`src/rtl/assert_ctl_responder.sv`:
```
// Assertion-control responder: gates per-source failure pulses with on/off/kill
// commands, coalesces them into pending bits and streams reports from a small FIFO.
module assert_ctl_responder #(
  parameter int NUM_SRC    = 4,
  parameter int FIFO_DEPTH = 4,
  parameter int CNT_W      = 16,
  parameter int SRC_W      = $clog2(NUM_SRC)
) (
  input  logic               clk,
  input  logic               rst_n,
  input  logic               ctl_valid,
  output logic               ctl_ready,
  input  logic [1:0]         ctl_op,
  input  logic [NUM_SRC-1:0] ctl_mask,
  input  logic [NUM_SRC-1:0] fail_i,
  output logic               rpt_valid,
  input  logic               rpt_ready,
  output logic [SRC_W-1:0]   rpt_src,
  output logic [CNT_W-1:0]   rpt_seq,
  output logic [NUM_SRC-1:0] enabled_o,
  output logic [CNT_W-1:0]   drop_cnt
);

  localparam int PTR_W = $clog2(FIFO_DEPTH);

  typedef enum logic {IDLE, TURN} state_t;

  state_t             state;
  logic [NUM_SRC-1:0] pending;
  logic [NUM_SRC-1:0] pending_nxt;
  logic [NUM_SRC-1:0] gated;
  logic [NUM_SRC-1:0] kill_mask;
  logic [NUM_SRC-1:0] cand;
  logic [NUM_SRC-1:0] deq;
  logic [SRC_W-1:0]   sel;
  logic               accept;
  logic               enq;
  logic               pop;
  logic               full;
  logic [CNT_W-1:0]   seq;
  logic [CNT_W-1:0]   ndrops;
  logic [CNT_W:0]     drop_sum;
  logic [PTR_W-1:0]   wr_ptr;
  logic [PTR_W-1:0]   rd_ptr;
  logic [PTR_W:0]     count;
  logic [SRC_W-1:0]   mem_src [FIFO_DEPTH];
  logic [CNT_W-1:0]   mem_seq [FIFO_DEPTH];

  assign accept    = ctl_valid && ctl_ready;
  assign kill_mask = (accept && ctl_op == 2'b11) ? ctl_mask : '0;
  assign gated     = fail_i & enabled_o;
  assign full      = (count == (PTR_W+1)'(FIFO_DEPTH));
  assign rpt_valid = (count != '0);
  assign pop       = rpt_valid && rpt_ready;
  assign rpt_src   = rpt_valid ? mem_src[rd_ptr] : '0;
  assign rpt_seq   = rpt_valid ? mem_seq[rd_ptr] : '0;

  always_ff @(posedge clk) begin
    if (!rst_n) begin
      state     <= IDLE;
      ctl_ready <= 1'b1;
      enabled_o <= '1;
    end else begin
      case (state)
        IDLE: begin
          if (ctl_valid) begin
            state     <= TURN;
            ctl_ready <= 1'b0;
            case (ctl_op)
              2'b01:   enabled_o <= enabled_o | ctl_mask;
              2'b10,
              2'b11:   enabled_o <= enabled_o & ~ctl_mask;
              default: enabled_o <= enabled_o;
            endcase
          end
        end
        default: begin
          state     <= IDLE;
          ctl_ready <= 1'b1;
        end
      endcase
    end
  end

  // A source being killed this edge is neither reported nor re-armed by a new failure.
  always_comb begin
    cand = pending & ~kill_mask;
    sel  = '0;
    for (int i = NUM_SRC - 1; i >= 0; i--) begin
      if (cand[i]) sel = SRC_W'(i);
    end
    enq = (|cand) && (!full || pop);
    deq = '0;
    if (enq) deq[sel] = 1'b1;
    pending_nxt = pending;
    ndrops      = '0;
    for (int i = 0; i < NUM_SRC; i++) begin
      if (kill_mask[i]) begin
        pending_nxt[i] = 1'b0;
      end else if (gated[i]) begin
        pending_nxt[i] = 1'b1;
        if (pending[i] && !deq[i]) ndrops = ndrops + CNT_W'(1);
      end else if (deq[i]) begin
        pending_nxt[i] = 1'b0;
      end
    end
    drop_sum = {1'b0, drop_cnt} + {1'b0, ndrops};
  end

  always_ff @(posedge clk) begin
    if (!rst_n) begin
      pending  <= '0;
      drop_cnt <= '0;
      seq      <= '0;
      wr_ptr   <= '0;
      rd_ptr   <= '0;
      count    <= '0;
    end else begin
      pending  <= pending_nxt;
      drop_cnt <= drop_sum[CNT_W] ? '1 : drop_sum[CNT_W-1:0];
      if (enq) begin
        wr_ptr <= wr_ptr + PTR_W'(1);
        seq    <= seq + CNT_W'(1);
      end
      if (pop) rd_ptr <= rd_ptr + PTR_W'(1);
      case ({enq, pop})
        2'b10:   count <= count + (PTR_W+1)'(1);
        2'b01:   count <= count - (PTR_W+1)'(1);
        default: count <= count;
      endcase
    end
  end

  always_ff @(posedge clk) begin
    if (enq) begin
      mem_src[wr_ptr] <= sel;
      mem_seq[wr_ptr] <= seq;
    end
  end

endmodule

```
`config.mk`:
```
export PLATFORM = sky130hd
export DESIGN_NAME = assert_ctl_responder
export DESIGN_NICKNAME = d
export VERILOG_FILES = /design/src/rtl/assert_ctl_responder.sv
export SDC_FILE = /design/constraint.sdc
export NUM_CORES = 1
export LEC_CHECK = 0
export ABC_AREA = 1
export CORE_MARGIN = 10
export CORE_UTILIZATION = 35
export DETAILED_ROUTE_END_ITERATION = 6
export GPL_TIMING_DRIVEN = 0
export SLEW_MARGIN = 0
export SYNTH_ARGS = -nofsm -noshare
export SYNTH_HDL_FRONTEND = slang
export SYNTH_SLANG_ARGS = --single-unit
```
`constraint.sdc`:
```
create_clock -name clk -period 7.4 [get_ports clk]
set_clock_uncertainty 0.1 [all_clocks]
set_input_delay 1.48 -clock clk [delete_from_list [all_inputs] [get_ports clk]]
set_output_delay 1.48 -clock clk [all_outputs]
set_load 0.01 [all_outputs]
```
==> impl_results.rst <==
.. list-table::
   :header-rows: 1

   * - Metric
     - Value
   * - Number of violations reported at the end of detailed-routing iteration 0
     - between 300 and 400
   * - Post-CTS Hold Fix Bufs
     - 0
   * - Most common cell after layout, fill and taps aside
     - sky130_fd_sc_hd__nor2_1
   * - First-pass GRT wire length
     - 22030 um
   * - Post_cts resized
     - 0
   * - Layout cells sized above 1
     - about a tenth
   * - Leakage power of the design
     - around 2.8 nW
   * - Outcome
     - finished clean
   * - Slowest library cell on the worst path
     - sky130_fd_sc_hd__clkdlybuf4s50_1
   * - Yosys top cell by area
     - sky130_fd_sc_hd__edfxtp_1
   * - Class of the worst hold path
     - reg2reg
   * - CTS tree
     - done
   * - Final Max Tran Viols
     - 0
   * - Clock slew at reported path FFs
     - ~0.060 ns
   * - Netlist Area Pre-Place
     - 5752 um^2
   * - F_max
     - around 170 MHz
   * - Clock sink total
     - 123
   * - Number of levels in the clock H-tree
     - 4
   * - DIE WIDTH
     - roughly 150 um
   * - Final period utilization
     - 78.43%
   * - Post-layout instance area
     - between 7000 and 8000 um^2
   * - Number of instances in the synthesized netlist
     - roughly 640
   * - Crit. path cell count
     - 31
   * - Die boundary height
     - roughly 150 um
   * - GR Overflow Total
     - 0
   * - Worst rel slew slack
     - 59.41%
   * - Slowest cell delay on critical path
     - about 0.58 ns
   * - Primary FF master, synth
     - sky130_fd_sc_hd__edfxtp_1
   * - Synthesis Warnings
     - 0
   * - Clock latency of the later-clocked register in the worst-skew pair
     - approximately 0.42 ns
   * - Flops & latches, synth
     - roughly 120
   * - Syn_area_per_cell
     - about 9.0 um^2
   * - Gr usage total
     - between 10% and 20%
   * - Most frequent cells in the layout
     - sky130_fd_sc_hd__nor2_1, sky130_fd_sc_hd__nand2_1, sky130_fd_sc_hd__edfxtp_1, sky130_fd_sc_hd__inv_1, sky130_fd_sc_hd__a21oi_1
   * - Number of buffers and inverters on the critical path
     - 6
   * - Reg-to-reg setup timing slack
     - 2.86 ns
   * - Critical path's top delay family
     - simple AND/OR/NAND/NOR gates
   * - Most frequent cell on the critical path
     - sky130_fd_sc_hd__nand2_1
   * - Weighted congestion at the end of routability-driven global placement
     - approximately 0.90
   * - Core Box Area
     - between 15000 and 20000 um^2
   * - Critical path fanouts, max
     - 6
   * - Share of synthesized area occupied by flip-flops and latches
     - between 50% and 60%
   * - Layout-stage area growth over the synthesis result
     - 25.89%
   * - Actual transition at the worst max-transition pin
     - 0.6082 ns
   * - Pwr/cell area
     - ~310 nW/um^2
   * - Area occupied by registers
     - between 3000 and 4000 um^2
   * - RSZ-0062 raised after global routing
     - no
   * - Max-capacitance violation count
     - 0
   * - Final routed DRC violation total
     - 0
   * - Final Routed Wirelength
     - 13350 um
   * - Root Buffer
     - sky130_fd_sc_hd__clkbuf_16
   * - Net Count, Synth
     - 670
   * - Via count of the first global-routing pass
     - between 4000 and 5000
   * - Routed len/inst
     - ~14 um
   * - Top area cells in the synthesized netlist
     - sky130_fd_sc_hd__edfxtp_1, sky130_fd_sc_hd__dfxtp_1, sky130_fd_sc_hd__nor2_1
   * - Top Ports
     - 54
   * - Final number of setup-violating endpoints
     - 0
   * - Distinct cells, synth
     - 37
   * - Number of nets at the end of the flow
     - about 750
   * - Count of buffers from port buffering
     - 53
   * - Number of antenna diodes
     - 0
   * - Maximum number of pins on one net before global-route repair
     - 17
   * - Final Critical Period
     - between 5 and 6 ns
   * - Final hold violation count
     - 0
   * - Initial Util
     - 35.95%
   * - Post-DP Area
     - roughly 6600 um^2
   * - FF-to-FF path depth
     - 30
   * - Vias post-DR
     - approximately 4600
   * - Antenna violations before repair
     - 0
   * - Hold Path Depth
     - 2
   * - Clock buffers created by TritonCTS
     - 17
   * - Multi-input combinational cell area
     - roughly 2200 um^2
   * - Half-perimeter wire length after placement
     - 9302 um
   * - DRT antenna net count
     - 0
   * - Required time of the critical path
     - ~7.7 ns
   * - Clock Tree Buf Depth
     - 2
   * - Count of standard-cell rows
     - 46
   * - Post-Route Setup TNS
     - 0 ns
   * - # fillers
     - around 1600
   * - Number of iterations in the first detailed-routing pass
     - 5
   * - Startpoint-to-endpoint class of the critical path
     - in2reg
   * - Worst VDD drop
     - 0.0002077 V
   * - Sort of element at the end of the critical path
     - flip-flop
   * - Number of vias per cell
     - 4.821
   * - Synth top area share
     - 37.59%
   * - Post-synth EDFFs
     - slightly above 70
   * - Postcts setup bufs
     - 0
   * - Worst path arrival time
     - ~6.1 ns
   * - CP Launch Type
     - input port
   * - Total die area
     - 21960 um^2
   * - Async set or reset register ratio after synthesis
     - 0%
Yosys cell counts (2+ instances only):
cell type and number:
sky130_fd_sc_hd__nor2_2 3, sky130_fd_sc_hd__nor3_2 3, sky130_fd_sc_hd__fa_1 2, sky130_fd_sc_hd__dfxtp_1 51, sky130_fd_sc_hd__a21oi_1 60, sky130_fd_sc_hd__buf_2 5, sky130_fd_sc_hd__ha_1 13, sky130_fd_sc_hd__xor2_1 8
sky130_fd_sc_hd__or2_0 2, sky130_fd_sc_hd__nand4_1 10, sky130_fd_sc_hd__inv_1 64, sky130_fd_sc_hd__nor4_1 3, sky130_fd_sc_hd__nor2_1 106, sky130_fd_sc_hd__xnor2_1 6, sky130_fd_sc_hd__nand2_4 5, sky130_fd_sc_hd__nand2_2 11
sky130_fd_sc_hd__nand3_1 30, sky130_fd_sc_hd__nor3_1 12, sky130_fd_sc_hd__clkbuf_1 11, sky130_fd_sc_hd__nand2_1 94, sky130_fd_sc_hd__inv_2 3, sky130_fd_sc_hd__clkinv_1 2, sky130_fd_sc_hd__buf_6 3, sky130_fd_sc_hd__edfxtp_1 72
sky130_fd_sc_hd__o21ai_0 50
final cells by class:
cell class	instances	share of cell area [%]
multi-input combinational	429	30.60
tap	216	3.733
clock inverter	15	2.713
clock buffer	17	5.875
sequential	123	43.96
timing repair buffer	57	8.104
buffer	20	1.434
inverter	69	3.577
state kept, by name (all words and copies together) (netlist names), named ones only:
signal,cells
mem_src,8
pending,4
drop_cnt,16
mem_seq,64
state,1
count,3
rd_ptr,2
wr_ptr,2
ctl_ready,1
seq,16
metal layers:
metal,vias up,part of all wire (%),GRT usage [%]
met5,-,0,0
met4,0,1.3,5.005
met3,14,7.7,3.337
met2,158,45,19.84
met1,2087,46,15.64
li1,2302,-,-
cells by family after synthesis:
family | after synthesis | synth area share, %
AOI/OAI and AO/OA | 114 | 10.07
xor gates and xnor gates | 14 | 2.132
adders and majority gates | 15 | 3.524
buffers and inverters | 89 | 6.308
DFF | 123 | 55.34
and+or+nand+nor | 286 | 22.62
where the power goes:
group,leakage (nW),total (mW),internal [mW],switching (mW)
Sequential,1.12,0.837,0.807,0.0300
Clock,0.303,0.879,0.542,0.337
Combinational,1.39,0.548,0.222,0.325
final timing paths:
| kind | from | to |
|---|---|---|
| max | ctl_op[1] | drop_cnt[14]$_SDFF_PN0_ |
| min | rd_ptr[1]$_SDFFE_PN0P_ | flip-flop |
| max reg2reg | ctl_ready$_SDFFE_PP1P_ | drop_cnt[14]$_SDFF_PN0_ |
| min reg2reg | rd_ptr[1]$_SDFFE_PN0P_ | flip-flop |
stage by stage:
step	hold slack (ns)	setup slack (ns)	utilization, %	total power [mW]	instances
4_1_cts	0.3757	1.633	45.25	2.284	946
6_report	0.3755	1.596	45.25	2.264	946
2_1_floorplan	0.3356	2.305	-	1.149	641
3_5_place_dp	0.3569	1.205	41.37	1.407	914
5_1_grt	0.3995	1.217	45.25	2.379	946
3_3_place_gp	0.3452	1.298	40.95	1.383	910
worst min-delay path, delay by kind of cell (launching register included):
family                 cells  cell delay (ns)
AOI/OAI and AO/OA          1             0.07
buffers and inverters      1             0.06
DFF                        1             0.30
No activity file was read; power rests on OpenSTA's default activity.
